File: src/rtl/eth_rx_frame_parser.sv
// Receive-side Ethernet framer: finds preamble/SFD, filters on destination MAC
// and EtherType, strips the 4-byte FCS and streams the IP datagram on isIp/dataout.
module eth_rx_frame_parser #(
  parameter logic [47:0] MAC_ADDR     = 48'h02_00_00_00_00_01,
  parameter bit          ACCEPT_BCAST = 1'b1,
  parameter logic [15:0] ETHERTYPE    = 16'h0800
) (
  input  logic        clock,
  input  logic        reset,
  input  logic        rx_dv,
  input  logic [7:0]  rx_data,
  output logic        isIp,
  output logic [7:0]  dataout,
  output logic [47:0] src_mac,
  output logic        is_bcast,
  output logic        frame_done,
  output logic        frame_err
);

  typedef enum logic [2:0] {
    S_IDLE,
    S_PREAMBLE,
    S_DST,
    S_SRC,
    S_ETYPE,
    S_PAYLOAD,
    S_DROP
  } state_t;

  localparam logic [7:0] PRE_BYTE = 8'h55;
  localparam logic [7:0] SFD_BYTE = 8'hD5;

  state_t      state_q, state_d;
  logic [2:0]  pre_cnt_q, pre_cnt_d;
  logic [2:0]  fld_cnt_q, fld_cnt_d;
  logic [2:0]  pay_cnt_q, pay_cnt_d;
  logic        dst_hit_q, dst_hit_d;
  logic        dst_bc_q, dst_bc_d;
  logic        bcast_q, bcast_d;
  logic [47:0] src_shadow_q, src_shadow_d;
  logic [7:0]  etype_hi_q, etype_hi_d;
  logic [31:0] dly_q, dly_d;

  logic        isip_d;
  logic [7:0]  dataout_d;
  logic [47:0] src_mac_d;
  logic        is_bcast_d;
  logic        frame_done_d;
  logic        frame_err_d;

  logic        byte_hit;
  logic        byte_bc;

  function automatic logic [7:0] mac_byte(input logic [2:0] idx);
    case (idx)
      3'd0:    return MAC_ADDR[47:40];
      3'd1:    return MAC_ADDR[39:32];
      3'd2:    return MAC_ADDR[31:24];
      3'd3:    return MAC_ADDR[23:16];
      3'd4:    return MAC_ADDR[15:8];
      default: return MAC_ADDR[7:0];
    endcase
  endfunction

  function automatic logic [2:0] sat_inc(input logic [2:0] v);
    return (v == 3'd7) ? v : v + 3'd1;
  endfunction

  // Running match of the destination address, byte by byte as it arrives
  assign byte_hit = dst_hit_q && (rx_data == mac_byte(fld_cnt_q));
  assign byte_bc  = dst_bc_q && (rx_data == 8'hFF);

  always_comb begin
    state_d      = state_q;
    pre_cnt_d    = pre_cnt_q;
    fld_cnt_d    = fld_cnt_q;
    pay_cnt_d    = pay_cnt_q;
    dst_hit_d    = dst_hit_q;
    dst_bc_d     = dst_bc_q;
    bcast_d      = bcast_q;
    src_shadow_d = src_shadow_q;
    etype_hi_d   = etype_hi_q;
    dly_d        = dly_q;
    isip_d       = 1'b0;
    dataout_d    = '0;
    src_mac_d    = src_mac;
    is_bcast_d   = is_bcast;
    frame_done_d = 1'b0;
    frame_err_d  = 1'b0;

    case (state_q)
      S_IDLE: begin
        if (rx_dv) begin
          fld_cnt_d = '0;
          dst_hit_d = 1'b1;
          dst_bc_d  = 1'b1;
          if (rx_data == PRE_BYTE) begin
            state_d   = S_PREAMBLE;
            pre_cnt_d = 3'd1;
          end else if (rx_data == SFD_BYTE) begin
            state_d = S_DST;
          end else begin
            state_d     = S_DROP;
            frame_err_d = 1'b1;
          end
        end
      end

      S_PREAMBLE: begin
        if (!rx_dv) begin
          state_d     = S_IDLE;
          frame_err_d = 1'b1;
        end else if (rx_data == PRE_BYTE) begin
          if (pre_cnt_q == 3'd7) begin
            state_d     = S_DROP;
            frame_err_d = 1'b1;
          end else begin
            pre_cnt_d = sat_inc(pre_cnt_q);
          end
        end else if (rx_data == SFD_BYTE) begin
          state_d = S_DST;
        end else begin
          state_d     = S_DROP;
          frame_err_d = 1'b1;
        end
      end

      S_DST: begin
        if (!rx_dv) begin
          state_d     = S_IDLE;
          frame_err_d = 1'b1;
        end else if (fld_cnt_q == 3'd5) begin
          fld_cnt_d = '0;
          if (ACCEPT_BCAST && byte_bc) begin
            state_d = S_SRC;
            bcast_d = 1'b1;
          end else if (byte_hit) begin
            state_d = S_SRC;
            bcast_d = 1'b0;
          end else begin
            state_d = S_DROP;
          end
        end else begin
          fld_cnt_d = sat_inc(fld_cnt_q);
          dst_hit_d = byte_hit;
          dst_bc_d  = byte_bc;
        end
      end

      S_SRC: begin
        if (!rx_dv) begin
          state_d     = S_IDLE;
          frame_err_d = 1'b1;
        end else begin
          src_shadow_d = {src_shadow_q[39:0], rx_data};
          if (fld_cnt_q == 3'd5) begin
            fld_cnt_d = '0;
            state_d   = S_ETYPE;
          end else begin
            fld_cnt_d = sat_inc(fld_cnt_q);
          end
        end
      end

      S_ETYPE: begin
        if (!rx_dv) begin
          state_d     = S_IDLE;
          frame_err_d = 1'b1;
        end else if (fld_cnt_q == 3'd0) begin
          etype_hi_d = rx_data;
          fld_cnt_d  = 3'd1;
        end else if ({etype_hi_q, rx_data} == ETHERTYPE) begin
          state_d    = S_PAYLOAD;
          src_mac_d  = src_shadow_q;
          is_bcast_d = bcast_q;
          pay_cnt_d  = '0;
          dly_d      = '0;
        end else begin
          state_d = S_DROP;
        end
      end

      // Oldest byte leaves the delay line only once four newer bytes exist,
      // so the trailing FCS is never emitted.
      S_PAYLOAD: begin
        if (!rx_dv) begin
          state_d      = S_IDLE;
          frame_done_d = isIp;
        end else begin
          dly_d = {dly_q[23:0], rx_data};
          if (pay_cnt_q >= 3'd4) begin
            isip_d    = 1'b1;
            dataout_d = dly_q[31:24];
          end else begin
            pay_cnt_d = sat_inc(pay_cnt_q);
          end
        end
      end

      S_DROP: begin
        if (!rx_dv) begin
          state_d = S_IDLE;
        end
      end

      default: state_d = S_IDLE;
    endcase
  end

  always_ff @(posedge clock or posedge reset) begin
    if (reset) begin
      state_q      <= S_IDLE;
      pre_cnt_q    <= '0;
      fld_cnt_q    <= '0;
      pay_cnt_q    <= '0;
      dst_hit_q    <= 1'b0;
      dst_bc_q     <= 1'b0;
      bcast_q      <= 1'b0;
      src_shadow_q <= '0;
      etype_hi_q   <= '0;
      dly_q        <= '0;
      isIp         <= 1'b0;
      dataout      <= '0;
      src_mac      <= '0;
      is_bcast     <= 1'b0;
      frame_done   <= 1'b0;
      frame_err    <= 1'b0;
    end else begin
      state_q      <= state_d;
      pre_cnt_q    <= pre_cnt_d;
      fld_cnt_q    <= fld_cnt_d;
      pay_cnt_q    <= pay_cnt_d;
      dst_hit_q    <= dst_hit_d;
      dst_bc_q     <= dst_bc_d;
      bcast_q      <= bcast_d;
      src_shadow_q <= src_shadow_d;
      etype_hi_q   <= etype_hi_d;
      dly_q        <= dly_d;
      isIp         <= isip_d;
      dataout      <= dataout_d;
      src_mac      <= src_mac_d;
      is_bcast     <= is_bcast_d;
      frame_done   <= frame_done_d;
      frame_err    <= frame_err_d;
    end
  end

endmodule

File: config.mk
export PLATFORM = sky130hd
export DESIGN_NAME = eth_rx_frame_parser
export DESIGN_NICKNAME = d
export VERILOG_FILES = /design/src/rtl/eth_rx_frame_parser.sv
export SDC_FILE = /design/constraint.sdc
export NUM_CORES = 1
export LEC_CHECK = 0
export CORE_ASPECT_RATIO = 0.75
export CORE_UTILIZATION = 30
export CTS_BUF_LIST = sky130_fd_sc_hd__clkbuf_8
export CTS_CLUSTER_SIZE = 20
export DETAILED_ROUTE_END_ITERATION = 10
export PLACE_DENSITY_LB_ADDON = 0.3
export SLEW_MARGIN = 30
export SYNTH_ARGS = -nofsm -noshare
export SYNTH_HDL_FRONTEND = slang
export SYNTH_SLANG_ARGS = --single-unit
File: constraint.sdc
create_clock -name clock -period 11.4 [get_ports clock]
set_input_delay 2.28 -clock clock [delete_from_list [all_inputs] [get_ports clock]]
set_output_delay 2.28 -clock clock [all_outputs]
set_load 0.02 [all_outputs]
# --- Yosys cells after proc, flatten, opt, wreduce, memory -nomap -nowiden ---
# Cells that the tools add are included.
op_classes:
  muxes: 68
  reduce_logical: 23
  bitwise_logic: 1
  order_cmp: 1
  n_eq_ne: 40
  addsub: 3
op_table:
  columns: ["operator", "count"]
  rows:
  - ["2-to-1 mux 32 bit", 4]
  - ["2-to-1 mux 3 bit", 32]
  - ["case mux 32 bit (2 select lines)", 1]
  - ["inequality test 2 bit, second input constant", 15]
  - ["equality test 3 bit, second input constant", 8]
  - ["2-to-1 mux 8 bit", 3]
  - ["2-to-1 mux 1 bit", 19]
  - ["case mux 3 bit (6 select lines)", 1]
  - ["AND reduction 6 bit", 3]
  - ["equality test 16 x 12 -> 1 bit, second input constant", 1]
  - ["equality test 8 bit, second input constant", 2]
  - ["equality test 3 x 2 -> 1 bit, second input constant", 4]
  - ["inequality test 3 bit, second input constant", 4]
  - ["case mux 3 bit (2 select lines)", 2]
  - ["AND reduction 4 bit", 3]
  - ["adder 3 x 1 -> 3 bit, second input constant", 3]
  - ["case mux 3 bit (3 select lines)", 1]
  - ["equality test 8 x 7 -> 1 bit, second input constant", 1]
  - ["equality test 8 bit", 1]
  - ["nonzero test 2 bit", 4]
  - ["AND reduction 7 bit", 1]
  - ["equality test 3 x 1 -> 1 bit, second input constant", 2]
  - ["zero test 3 bit", 2]
  - ["AND reduction 5 bit", 1]
  - ["other kinds (15)", 18]
word_totals:
  output_inout_bits: 60
  wordCells: 152
  regBits: 163
  inputBits: 11

# --- Longest topological paths before layout ---
logic_depth:
  depth_word: 10
  depth_mapped: 8
  depth_no_buf: 7

# --- Worst setup path after synthesis ---
# OpenSTA, ideal clock, no wires.
synth_path:
  path_kind: "input -> register"
  start: "input rx_data[1]"
  end: "register src_mac[20]"
  t_required_ps: 11272
  setup_slack_ps: 7210
  arrival_time_ps: 4062
  n_path_buf: 3
  setup_ps: 128
  stages: 8
  path_cell_list: "clkbuf_1 > or3_1 > nor4_4 > nand2_1 > nor3_2 > buf_4 > buf_4 > mux2_1"
synth_between:
  elab_chain_len: 2
synth_rtl:
  columns: ["item", "line_no", "source"]
  rows:
  - ["start: declaration", "11", "input logic [7:0] rx_data,"]
  - ["equality test 16 x 12 -> 1 bit", "172", "end else if ({etype_hi_q, rx_data} == ETHERTYPE) begin"]
  - ["AND reduction 4 bit (no source line)", null, null]
  - ["end signal: assignment", "241", "src_mac <= src_mac_d;"]
  - ["end: declaration", "14", "output logic [47:0] src_mac,"]
# Every way passes these cells.
# A chain may end at the register's enable or synchronous reset.

# --- Final worst setup path ---
layout_path:
  start: "input rx_dv"
  end: "register pay_cnt_q[0]"
layout_between:
  elab_chain_len: 2
  word_cells_on_any_way: 3
  classes_between: "2 x eq/ne; 1 x reduce/logical"
layout_rtl:
  columns: ["item", "line_no", "source"]
  rows:
  - ["start: declaration", "10", "input logic rx_dv,"]
  - ["inequality test 2 bit (no source line)", null, null]
  - ["AND reduction 7 bit (no source line) *", null, null]
  - ["end signal: assignment", "232", "pay_cnt_q <= pay_cnt_d;"]
  - ["end: declaration", "36", "logic [2:0] pay_cnt_q, pay_cnt_d;"]
# Mark *: on every way between the ends. The rest lies on a longest branch, timed or not.

==> impl_metrics.env <==
export IMPL_rows=46
export IMPL_wl_per_cell_um=15.11
export IMPL_max_clock_freq_mhz=211.0
export IMPL_root_buffer="clkbuf_8"
export IMPL_cts_tree="yes"
export IMPL_hold_viol=0
export IMPL_cts_resized=0
export IMPL_postCtsSetupRepairBufs=0
export IMPL_dieHeight_um=131.5
export IMPL_ys_ff_latch=163
export IMPL_cp_startpoint="rx_dv"
export IMPL_postSynthCellCount=544
export IMPL_synth_enable_flop_cells=0
export IMPL_clkPwrFrac_pct=34.2
export IMPL_cts_max_level=4
export IMPL_ios=71
export IMPL_critical_path_startpoint_type="primary input"
export IMPL_wirelength_um=13720
export IMPL_synthArstFlopShare_pct=100.0
export IMPL_r2r_end="pay_cnt_q[0]"
export IMPL_syn_nets=560
export IMPL_crit_end="pay_cnt_q[0]"
export IMPL_fin_skew_ns=0.01294
export IMPL_ir_worst_vdd_uv=55.58
export IMPL_slew_viol_final=0
export IMPL_rsz0062_at_grt="false"
export IMPL_path_clk_slew_ns=0.08
export IMPL_yosys_area_top_type="dfrtp_1"
export IMPL_fin_tns_setup_ns=0
export IMPL_cp_end_kind="register"
export IMPL_power_per_cell_area_nw_per_um2=150.2
export IMPL_grt_pass1_wl_um=23470
export IMPL_syn_area_sq_um=6708
export IMPL_die_w_um=174.7
export IMPL_leakage_nw=4.006
export IMPL_netSwitchingFraction_pct=28.16
export IMPL_dieArea_sq_um=22970
export IMPL_crit_required_ns=11.73
export IMPL_reg2reg_from="state_q[2]"
export IMPL_postRouteAntennaNets=0
export IMPL_clk_path_buf_depth=2
export IMPL_synthTopCellsByCount="163 x dfrtp_1, 74 x nand2_1, 56 x mux2_1, 51 x mux2_2, 40 x nand3_1"
export IMPL_grt_pass1_vias=4477
export IMPL_worstMarginPinSlew_ns=0.8118
export IMPL_clock_latency_ns=0.45
export IMPL_clkSinkCount=163
export IMPL_dr_pass1_iters=4
export IMPL_place_congestion=0.7769
export IMPL_ff2ff_path_depth=7
export IMPL_drive_above_1_share_pct=15.65
export IMPL_drc=0
export IMPL_multi_input_area_sq_um=2486
export IMPL_synth_seq_area_share_pct=60.81
export IMPL_viasPerCell=4.721
export IMPL_gr_total_overflow=0
export IMPL_crit_type="primary input to register"
export IMPL_relSlewSlack_pct=45.38
export IMPL_r2r_setup_slack_ns=8.60
export IMPL_fin_util_pct=37.67
export IMPL_cap_violations=0
export IMPL_seq_power_share_pct=52.8
export IMPL_cts_made_buffers=17
export IMPL_initialDrtViolationCount=283
export IMPL_port_buffers=70
export IMPL_period_needed_ns=4.740
export IMPL_yosysWarnings=0
export IMPL_setup_viol=0
export IMPL_arrival_ns=5.07
export IMPL_final_seq_area_sq_um=4079
export IMPL_syn_avg_cell_area_sq_um=12.33
export IMPL_outcome="finished clean"
export IMPL_timing_final_crit_share_pct=41.58
export IMPL_comb_power_share_pct=12.9
export IMPL_hold_path_class="register to register"
export IMPL_globalRouteTotalUtil_pct=12.76
export IMPL_yosysMostFrequentCell="dfrtp_1"
export IMPL_dp_hpwl_um=9141
export IMPL_antenna_found_initial=0
export IMPL_synth_ff_type="dfrtp_1"
export IMPL_n_antenna_cell=0
export IMPL_grt_start_max_net_pins=90
export IMPL_cellInternalPower_w=0.0008749
export IMPL_yosysUniqueCellTypes=43
export IMPL_p_switching_w=0.0003429
export IMPL_holdBufCountCts=0
export IMPL_vias=4287
export IMPL_area_delta_synth_final_pct=20.89
export IMPL_core_sq_um=21530
export IMPL_worstPathMaxFanout=33
export IMPL_start_util_pct=31.16
export IMPL_synth_top_cell_area_share_pct=60.81
export IMPL_nets=623
export IMPL_fillerInstances=2103
export IMPL_synthTopCellsByArea="dfrtp_1 61%, mux2_1 9.4%, mux2_2 8.6%"
==> worst min-delay path by stage <==
stage          startpoint         to  slack (ns)  cells past startpoint
2_1_floorplan   dly_q[24]  dly_q[24]        0.43                      2
6_report        dly_q[31]  dly_q[31]        0.46                      2
5_1_grt         dly_q[30]  dly_q[30]        0.50                      2
3_3_place_gp    dly_q[31]  dly_q[31]        0.45                      2
4_1_cts         dly_q[31]  dly_q[31]        0.47                      2
3_5_place_dp    dly_q[31]  dly_q[31]        0.45                      2
==> cell usage in the layout, fill, tap and decap left out, drive strengths merged, types with 11 or more instances in the layout <==
cell           count
nor2              15
mux2             107
nand2             74
o21ai             14
and2              11
nand3             40
inv               13
dfrtp            163
clkdlybuf4s50     70
clkbuf            19
==> registers in the layout, indices dropped and copies added, names as in the netlist <==
register and cells:
dst_hit_q 1, dataout 8, dly_q 32, bcast_q 1, isIp 1, src_mac 48, fld_cnt_q 3, frame_done 1
frame_err 1, pay_cnt_q 3, is_bcast 1, pre_cnt_q 3, state_q 3, dst_bc_q 1, etype_hi_q 8, src_shadow_q 48
==> routing by layer <==
metal	routed length [um]	GRT usage [%]
met2	6325	18.94
met5	0	0
met1	6636	17.97
met4	178	4.058
met3	583	3.414
==> final cells by class <==
class | count | area share [%]
Inverter | 9 | 0.4783
Clock buffer | 19 | 3.225
Timing Repair Buffer | 76 | 9.242
Multi-Input combinational cell | 340 | 30.66
Clock inverter | 13 | 1.651
Sequential cell | 163 | 50.30
Tap cell | 288 | 4.444
==> critical path, cell delays in order <==
cell and delay (ns):
clkdlybuf4s50_1 0.86, nand2_1 0.23, nor3_2 0.22, buf_4 0.37, a31oi_2 0.13, buf_4 0.28, a221o_1 0.36, mux2_1 0.32
==> metrics by stage <==
step	area, sq um	cells	hold WS (ns)	total power, W	setup slack [ns]
after floorplan	6708	544	0.4304	0.0007608	4.715
after global placement	7710	876	0.4487	0.0008082	6.210
after detailed placement	7710	876	0.4518	0.0008114	6.202
after CTS	8105	908	0.4687	0.001234	6.689
after global routing	8109	908	0.4999	0.001283	6.530
final	8109	908	0.4644	0.001218	6.660
==> cells by family (layout without fill, tap and decap cells) <==
logic type                 count (synthesis)  in the layout  synth area share [%]
and+or+nand+nor                          183            183                 13.39
AOI/OAI and AO/OA                         42             42                 3.992
buffers and inverters                     41            117                 2.462
adders and majority gates                  5              5                0.9327
muxes                                    110            110                 18.41
DFF                                      163            163                 60.81
==> power by group through the flow <==
stage	Clock [W]	Sequential (W)	Combinational, W
after CTS	0.000433	0.000643	0.000157
final	0.000417	0.000644	0.000157
after global placement	0	0.000654	0.000154
after detailed placement	0	0.000654	0.000157
after global routing	0.000455	0.000650	0.000178
after floorplan	0	0.000631	0.000129
Note: power is estimated with default switching activity, not from simulation.
